[config.mk]
export PLATFORM = sky130hd
export DESIGN_NAME = calc_sequencer
export DESIGN_NICKNAME = d
export VERILOG_FILES = /design/src/rtl/calc_sequencer.sv
export SDC_FILE = /design/constraint.sdc
export NUM_CORES = 1
export LEC_CHECK = 0
export ABC_AREA = 0
export BUFFER_PORTS_ARGS = -buffer_cell sky130_fd_sc_hd__buf_2
export CAP_MARGIN = 20
export CORE_MARGIN = 4
export CORE_UTILIZATION = 30
export CTS_BUF_LIST = sky130_fd_sc_hd__clkbuf_4 sky130_fd_sc_hd__clkbuf_8
export CTS_CLUSTER_DIAMETER = 30
export DETAILED_ROUTE_END_ITERATION = 12
export GPL_TIMING_DRIVEN = 1
export MAX_ROUTING_LAYER = met4
export PLACE_DENSITY_LB_ADDON = 0.3
export SLEW_MARGIN = 20
export SYNTH_ARGS = -nofsm -noshare
export SYNTH_HDL_FRONTEND = slang
export SYNTH_SLANG_ARGS = --single-unit
export TNS_END_PERCENT = 50
[constraint.sdc]
create_clock -name clk -period 3.3 [get_ports clk]
set_clock_uncertainty 0.05 [all_clocks]
set_input_delay 0.165 -clock clk [delete_from_list [all_inputs] [get_ports clk]]
set_output_delay 0.165 -clock clk [all_outputs]
set_load 0.03 [all_outputs]
[src/rtl/calc_sequencer.sv]
// calc_sequencer: operand-entry / execution sequencer with integrated ALU.
// Ports:
//   clk, reset_n            clock, asynchronous active-low reset
//   enter, clear, chain     step pulse, synchronous clear pulse, chain level
//   op_load, op_sel         latch a legal op code while in S_OPE
//   operand                 switch value
//   state                   one-hot {S_RES,S_EXEC,S_OPE,S_IN2,S_IN1}
//   op, flags               current op, {Z,N,C,V} of the last result
//   display_value           combinational value to show
//   busy, result_valid      high in S_EXEC, one-cycle pulse on result update
module calc_sequencer #(
    parameter int unsigned WIDTH = 16
) (
    input  logic             clk,
    input  logic             reset_n,
    input  logic             enter,
    input  logic             clear,
    input  logic             chain,
    input  logic             op_load,
    input  logic [2:0]       op_sel,
    input  logic [WIDTH-1:0] operand,
    output logic [4:0]       state,
    output logic [2:0]       op,
    output logic [WIDTH-1:0] display_value,
    output logic [3:0]       flags,
    output logic             busy,
    output logic             result_valid
);

    localparam int unsigned W2 = 2 * WIDTH;
    localparam int unsigned CW = $clog2(WIDTH);

    localparam logic [2:0] OP_ADD = 3'b001;
    localparam logic [2:0] OP_SUB = 3'b010;
    localparam logic [2:0] OP_MUL = 3'b011;
    localparam logic [2:0] OP_AND = 3'b100;
    localparam logic [2:0] OP_OR  = 3'b101;

    typedef enum logic [4:0] {
        S_IN1  = 5'b00001,
        S_IN2  = 5'b00010,
        S_OPE  = 5'b00100,
        S_EXEC = 5'b01000,
        S_RES  = 5'b10000
    } state_t;

    state_t           state_q, state_d;
    logic [WIDTH-1:0] in1_q, in2_q, result_q;
    logic [3:0]       flags_q;
    logic [2:0]       op_q;
    logic             rv_q;
    logic [W2-1:0]    acc_q, mcd_q, acc_nxt;
    logic [WIDTH-1:0] mpl_q;
    logic [CW-1:0]    cnt_q;
    logic             exec_done;
    logic             op_sel_ok;
    logic [WIDTH:0]   sum, diff;
    logic [WIDTH-1:0] alu_res;
    logic             alu_c, alu_v;
    logic [3:0]       alu_flags;

    // MUL finishes after WIDTH partial-product steps; other ops take one cycle.
    assign exec_done = (state_q == S_EXEC) &&
                       ((op_q != OP_MUL) || (cnt_q == CW'(WIDTH - 1)));
    assign op_sel_ok = op_sel inside {OP_ADD, OP_SUB, OP_MUL, OP_AND, OP_OR};

    // State register
    always_ff @(posedge clk or negedge reset_n) begin
        if (!reset_n) state_q <= S_IN1;
        else          state_q <= state_d;
    end

    // Next-state logic; clear overrides everything
    always_comb begin
        state_d = state_q;
        if (clear) begin
            state_d = S_IN1;
        end else begin
            case (state_q)
                S_IN1:   if (enter) state_d = S_IN2;
                S_IN2:   if (enter) state_d = S_OPE;
                S_OPE:   if (enter) state_d = S_EXEC;
                S_EXEC:  if (exec_done) state_d = S_RES;
                S_RES:   if (enter) state_d = chain ? S_IN2 : S_IN1;
                default: state_d = S_IN1;
            endcase
        end
    end

    // Output logic: display source follows the state
    always_comb begin
        display_value = operand;
        case (state_q)
            S_OPE, S_EXEC: display_value = in2_q;
            S_RES:         display_value = result_q;
            default:       display_value = operand;
        endcase
    end

    // ALU: combinational ops plus one shift-add multiplier step
    always_comb begin
        sum     = {1'b0, in1_q} + {1'b0, in2_q};
        diff    = {1'b0, in1_q} - {1'b0, in2_q};
        acc_nxt = acc_q + (mpl_q[0] ? mcd_q : '0);
        alu_res = in1_q | in2_q;
        alu_c   = 1'b0;
        alu_v   = 1'b0;
        case (op_q)
            OP_ADD: begin
                alu_res = sum[WIDTH-1:0];
                alu_c   = sum[WIDTH];
                alu_v   = (in1_q[WIDTH-1] == in2_q[WIDTH-1]) &&
                          (alu_res[WIDTH-1] != in1_q[WIDTH-1]);
            end
            OP_SUB: begin
                alu_res = diff[WIDTH-1:0];
                alu_c   = diff[WIDTH];
                alu_v   = (in1_q[WIDTH-1] != in2_q[WIDTH-1]) &&
                          (alu_res[WIDTH-1] != in1_q[WIDTH-1]);
            end
            OP_MUL: begin
                alu_res = acc_nxt[WIDTH-1:0];
                alu_c   = |acc_nxt[W2-1:WIDTH];
                alu_v   = alu_c;
            end
            OP_AND:  alu_res = in1_q & in2_q;
            default: alu_res = in1_q | in2_q;
        endcase
        alu_flags = {(alu_res == '0), alu_res[WIDTH-1], alu_c, alu_v};
    end

    // Datapath registers
    always_ff @(posedge clk or negedge reset_n) begin
        if (!reset_n) begin
            in1_q    <= '0;
            in2_q    <= '0;
            result_q <= '0;
            flags_q  <= '0;
            op_q     <= OP_OR;
            rv_q     <= 1'b0;
            acc_q    <= '0;
            mcd_q    <= '0;
            mpl_q    <= '0;
            cnt_q    <= '0;
        end else begin
            rv_q <= 1'b0;
            if (clear) begin
                in1_q    <= '0;
                in2_q    <= '0;
                result_q <= '0;
                flags_q  <= '0;
                cnt_q    <= '0;
            end else begin
                if (op_load && (state_q == S_OPE) && op_sel_ok) op_q <= op_sel;
                case (state_q)
                    S_IN1: if (enter) in1_q <= operand;
                    S_IN2: if (enter) in2_q <= operand;
                    S_OPE: if (enter) begin
                        // Multiplier is primed on every entry to S_EXEC
                        acc_q <= '0;
                        mcd_q <= {{WIDTH{1'b0}}, in1_q};
                        mpl_q <= in2_q;
                        cnt_q <= '0;
                    end
                    S_EXEC: begin
                        acc_q <= acc_nxt;
                        mcd_q <= mcd_q << 1;
                        mpl_q <= mpl_q >> 1;
                        cnt_q <= cnt_q + CW'(1);
                        if (exec_done) begin
                            result_q <= alu_res;
                            flags_q  <= alu_flags;
                            rv_q     <= 1'b1;
                        end
                    end
                    S_RES: if (enter && chain) in1_q <= result_q;
                    default: ;
                endcase
            end
        end
    end

    assign state        = state_q;
    assign op           = op_q;
    assign flags        = flags_q;
    assign busy         = (state_q == S_EXEC);
    assign result_valid = rv_q;

endmodule

==> flow_summary.json, run 1 <==
{
  "fillers": 3667,
  "yosys-top-cells-count": "153 x nand2_1, 141 x dfrtp_1, 107 x a21oi_1, 107 x o21ai_0, 80 x ha_1",
  "post_synth.cell_area_avg_um2": 8.486,
  "synth-edff-count": 0,
  "antenna_found_initial": 0,
  "arrival_ns": 3.79,
  "worstReg2RegStart": "in1_q[0]",
  "netlist_area_mm2": 0.01103,
  "finalNetCount": 1612,
  "max_freq_mhz": 289.6,
  "viasPerCell": 5.331,
  "cp.depth": 14,
  "tightest_slew_ns": 0.6785,
  "drtIter0Drc": 676,
  "end_kind": "register",
  "synth_top_area_share_pct": 31.98,
  "rows": 69,
  "htreeDepth": 4,
  "cp_top_family": "simple AND/OR/NAND/NOR gates",
  "fp.dieH_um": 199.8,
  "numCtsBuffers": 17,
  "synth_cell_types": 89,
  "vias": 10550,
  "power_leakage_nw": 6.485,
  "die_width_um": 199.8,
  "io_pins": 55,
  "postRouteAntennaNets": 0,
  "synthesis.nets": 1408,
  "grt_max_degree": 67,
  "reg2regPathDepth": 14,
  "wl_mm": 35.46,
  "finalHoldViolCount": 0,
  "period_share_pct": 104.6,
  "relSlewSlack_pct": 54.77,
  "drive_above_1_share_pct": 25.05,
  "grt_pass1_vias": 10420,
  "post_drt_wl_per_cell_um": 17.93,
  "ys_seq_area_share_pct": 32.70,
  "drv_cap": 0,
  "cts.sinks": 144,
  "area_growth_pct": 27.23,
  "synth-warning-count": 0,
  "crit_chain": "inv_2 -> ha_2 -> inv_1 -> fa_1 -> mux4_2 -> nor2_2 -> a21oi_1 -> or3_4 -> a2111oi_4 -> buf_4 -> and4b_1 -> and4bb_1 -> nand4b_1 -> o31ai_2",
  "clk_pin_slew_worst_paths_ns": 0.10,
  "status": "finished, violations left",
  "synth_seq_cells": 144,
  "hpwl_mm": 26.96,
  "setup_viol": 3,
  "required_ns": 3.64,
  "layout_setup_ws_ns": -0.1526,
  "postPlaceCellArea_mm2": 0.01291,
  "die-area_mm2": 0.03990,
  "cts_buffer_depth": 2,
  "start_kind": "register",
  "cts_tree": "yes",
  "regToRegEndpoint": "flags[3]",
  "r2r_setup_slack_ns": -0.15,
  "gp_congestion": 0.9261,
  "overflow": 0,
  "path_max_fanout": 4,
  "hold_class": "in -> reg",
  "drv_slew": 0,
  "async_flop_share_pct": 100.0,
  "slowest_stage": "mux4_2",
  "fin_crit_ns": 3.453,
  "ys.flop_type": "dfrtp_1",
  "synthMostInstantiatedCell": "nand2_1",
  "initial_utilization_pct": 30.72,
  "synth_cells": 1300,
  "rsz0062_at_grt": "yes",
  "post-route-drc-count": 0,
  "dp_slack_ns": -0.3336,
  "grt_pass1_wl_mm": 57.09,
  "path_buf_inv": 3,
  "synth_area_leader_cell": "dfrtp_1",
  "insertion_delay_ns": 0.48,
  "vdd_drop_max_v": 0.0002938,
  "violations": "setup timing",
  "power_mw": 7.552,
  "cpPeakStageDelay_ns": 0.48,
  "grt.total_usage_pct": 18.29,
  "portBuffers": 54,
  "first_pass_iters": 5,
  "path_class": "reg -> reg",
  "diodes": 0,
  "clock-root-buffer": "clkbuf_8",
  "core_mm2": 0.03591,
  "fin_area_mm2": 0.01404,
  "cp-endpoint": "flags[3]",
  "power_density_mw_per_mm2": 538.0,
  "netlist_top_cells_area": "dfrtp_1 32%, ha_1 9.1%, nand2_1 5.2%",
  "cp-startpoint": "in1_q[0]"
}
-- cells by family after synthesis --
family / share of synthesized area, %
AOI/OAI and AO/OA: 27.72
xor gates and xnor gates: 3.017
adders and majority gates: 9.618
buffers and inverters: 5.274
DFF: 32.70
muxes: 3.879
and+or+nand+nor: 17.80
-- sequential cells by signal (all words and copies together) (netlist names) --
name / count
acc_q: 32
mcd_q: 32
in1_q: 16
in2_q: 16
mpl_q: 16
result_q: 15
state: 5
cnt_q: 4
flags: 4
op: 3
result_valid: 1
-- cells in the final DEF (no fill, tap or decap), drive strengths merged, types with 17 or more instances in the layout --
cell type / netlist / final
dfrtp: 141 / 141
inv: 57 / 65
clkbuf: 60 / 18
dlygate4sd3: 0 / 24
nor3: 23 / 23
a21o: 17 / 17
a221o: 17 / 17
and3: 28 / 28
and2: 36 / 36
a22o: 48 / 48
o21ai: 121 / 121
a211oi: 28 / 28
buf: 23 / 244
nand3: 23 / 23
a21oi: 109 / 109
ha: 80 / 80
nor2: 82 / 82
xnor2: 26 / 26
nand2: 154 / 154
mux2i: 36 / 36
-- metal layers --
metal	share of wire [%]	routed length, µm	global-route usage [%]
met1	48	17030	25.15
met5	0	0	-
met4	2.1	745	4.931
met2	46	16360	28.74
met3	3.8	1330	2.182
-- final cells by class --
| class | instances | area, µm² | share of cell area, % |
|---|---|---|---|
| clock buffer | 18 | 241.5 | 1.720 |
| clock inverter | 14 | 146.4 | 1.043 |
| inverter | 57 | 216.5 | 1.542 |
| multi-input combinational | 1016 | 7279 | 51.86 |
| sequential | 144 | 3608 | 25.71 |
| tap | 461 | 576.8 | 4.109 |
| timing repair buffer | 268 | 1967 | 14.01 |
-- worst min-delay path: stages --
cell and delay [ns]:
buf_2 0.11, nand2_1 0.10, o21ai_0 0.10, nand2_1 0.06
-- per-stage QoR --
step | util (%) | std cells | TNS, ns | hold WS, ns
2_1_floorplan | - | 1300 | -0.01337 | -0.1806
3_3_place_gp | 35.94 | 1912 | -0.8145 | 0.1651
3_5_place_dp | 35.94 | 1912 | -0.9219 | 0.1690
4_1_cts | 38.23 | 1969 | -0.3184 | 0.009768
5_1_grt | 39.08 | 1978 | -1.078 | 0.05222
6_report | 39.08 | 1978 | -0.3304 | 0.04701
-- worst min path at each step --
stage,slack (ns),cells past startpoint,to,from
floorplan,-0.18,0,acc_q[0],reset_n
finish,0.05,4,op[1],op_load
global route,0.05,4,op[1],op_load
CTS,0.01,4,op[1],op_load
detailed placement,0.17,1,mcd_q[27],reset_n
global placement,0.17,1,mcd_q[27],reset_n
-- timing repair --
| action | CTS | global route |
|---|---|---|
| hold buffers | 24 | 0 |
| pin swaps | 14 | 32 |
| endpoints found under the hold margin | 97 | 0 |
| resized for setup | 40 | 50 |
| buffers inserted | 1 | 9 |
| setup endpoints to repair | 5 | 8 |
-- where the power goes --
| part | switching (mW) | internal, mW |
|---|---|---|
| clock network | 0.829 | 0.633 |
| logic | 2.11 | 1.72 |
| registers | 0.256 | 2.01 |
| total | 3.20 | 4.36 |
No activity file was read; power rests on OpenSTA's default activity.
==> run 2: changes to the inputs <==
SETUP_SLACK_MARGIN = 0.05   (was not set)
TNS_END_PERCENT = not set   (was 50)
==> run 2 against run 1 <==
The run still ends with setup timing left. Combinational power grew 2%. Highest routed layer unchanged. Setup slack lost 0.012 ns. Sequential cell count is the same. Critical endpoint unchanged. First-iteration DRC count shrank 24%. Power grew 2.4%. Largest power group unchanged.
==> flow_summary.json, run 2 (synthesis gave the netlist of run 1 again) <==
{
  "fillers": 3625,
  "htreeDepth": 4,
  "arrival_ns": 3.81,
  "cts_buffer_depth": 2,
  "end_kind": "register",
  "path_buf_inv": 3,
  "area_growth_pct": 29.81,
  "die_width_um": 199.8,
  "fin_util_pct": 39.87,
  "post_drt_wl_per_cell_um": 17.81,
  "violations": "setup timing",
  "cts_tree": "yes",
  "fp.dieH_um": 199.8,
  "power_mw": 7.736,
  "power_leakage_nw": 6.573,
  "clock-root-buffer": "clkbuf_8",
  "cpPeakStageDelay_ns": 0.49,
  "first_pass_iters": 5,
  "rows": 69,
  "start_kind": "register",
  "final_common_cell": "buf_4",
  "setup_viol": 3,
  "viasPerCell": 5.324,
  "cp_top_family": "simple AND/OR/NAND/NOR gates",
  "wl_mm": 35.42,
  "slowest_stage": "mux4_2",
  "grt_pass1_vias": 10580,
  "relSlewSlack_pct": 52.81,
  "clk_pin_slew_worst_paths_ns": 0.10,
  "drive_above_1_share_pct": 26.90,
  "diodes": 0,
  "tightest_slew_ns": 0.7079,
  "drtIter0Drc": 511,
  "io_pins": 55,
  "status": "finished, violations left",
  "period_share_pct": 105.0,
  "finalHoldViolCount": 0,
  "crit_top_cell": "inv_1",
  "hold_class": "in -> reg",
  "core_mm2": 0.03591,
  "vias": 10590,
  "grt_max_degree": 131,
  "antenna_found_initial": 0,
  "finalNetCount": 1623,
  "insertion_delay_ns": 0.50,
  "fin_crit_ns": 3.465,
  "max_freq_mhz": 288.6,
  "overflow": 0,
  "top_regs": "acc_q x32, mcd_q x32",
  "final_cell_mix": "195 x buf_4, 150 x nand2_1, 138 x dfrtp_1, 101 x o21ai_0, 90 x a21oi_1",
  "layout_setup_ws_ns": -0.1650,
  "die-area_mm2": 0.03990,
  "drv_cap": 0,
  "crit_chain": "inv_1 -> ha_1 -> inv_1 -> fa_1 -> mux4_2 -> nor2_2 -> a21oi_2 -> or3_1 -> a2111oi_2 -> buf_4 -> and4b_1 -> and4bb_1 -> nand4b_1 -> o31ai_2",
  "initial_utilization_pct": 30.72,
  "path_max_fanout": 4,
  "path_class": "reg -> reg",
  "grt.total_usage_pct": 18.21,
  "placedCellCount": 1908,
  "required_ns": 3.65,
  "postRouteAntennaNets": 0,
  "power_density_mw_per_mm2": 540.2,
  "cts.sinks": 144,
  "drv_slew": 0,
  "vdd_drop_max_v": 0.0003239,
  "numCtsBuffers": 17,
  "rsz0062_at_grt": "yes",
  "grt_pass1_wl_mm": 56.75,
  "fin_setup_tns_ns": -0.4064,
  "post-route-drc-count": 0,
  "portBuffers": 54,
  "hpwl_mm": 26.51,
  "instances_no_fill": 1989,
  "gp_congestion": 0.9189
}
-- run 2: changes by cell type in the layout (fill, tap and decap cells not counted), moves of 3 or more --
cell and change:
ha_4 +7, o21ai_2 +6, buf_4 +8, ha_1 -8, o21ai_1 -5, inv_8 -3
-- run 2: timing repair --
action / CTS / global route
buffers inserted: 17 / 7
pin swaps: 31 / 36
resized for setup: 67 / 45
endpoints found under the hold margin: 101 / 0
setup endpoints to repair: 9 / 9
hold buffers: 25 / 0
-- run 2: where the power goes --
part | total, mW | switching [mW] | internal [mW]
Sequential | 2.27 | 0.257 | 2.01
Combinational | 3.91 | 2.14 | 1.77
Clock | 1.56 | 0.793 | 0.768
-- run 2: per-stage QoR --
stage	instance area [µm²]	hold WS, ns	setup slack (ns)
3_3_place_gp	12890	0.1616	-0.2703
4_1_cts	14020	0.01921	-0.1630
6_report	14320	0.05998	-0.1650
5_1_grt	14320	0.04180	-0.3570
3_5_place_dp	12890	0.1562	-0.3660
2_1_floorplan	11040	-0.1806	0.05881
-- run 2: routing by layer --
metal	share of wire [%]	vias up	GRT usage (%)
li1	-	5188	-
met1	48	5126	24.26
met2	47	217	28.81
met3	3.0	58	2.316
met4	2.5	0	6.214
met5	0	-	-
-- run 2: worst min-delay path: stages --
cell and delay (ns):
buf_2 0.11, o21ai_0 0.14, mux2_2 0.15
-- run 2: cell type report --
type	count	area [µm²]	share of cell area, %
multi-input combinational	1016	7425	51.85
sequential	144	3611	25.22
timing repair buffer	279	2068	14.44
tap	461	576.8	4.028
clock buffer	18	241.5	1.686
inverter	57	216.5	1.512
clock inverter	14	181.4	1.267
-- run 2: worst paths after layout --
path	startpoint	end	slack [ns]	cells past startpoint
setup / recovery	in1_q[0]	flags[3]	-0.17	14
hold / removal	chain	state[0]	0.06	3
setup reg to reg	in1_q[0]	flags[3]	-0.17	14
hold reg to reg	mpl_q[7]	mpl_q[7]	0.44	2
max in group asynchronous	reset_n	state[0]	2.17	3
min in group asynchronous	reset_n	mcd_q[26]	0.18	2
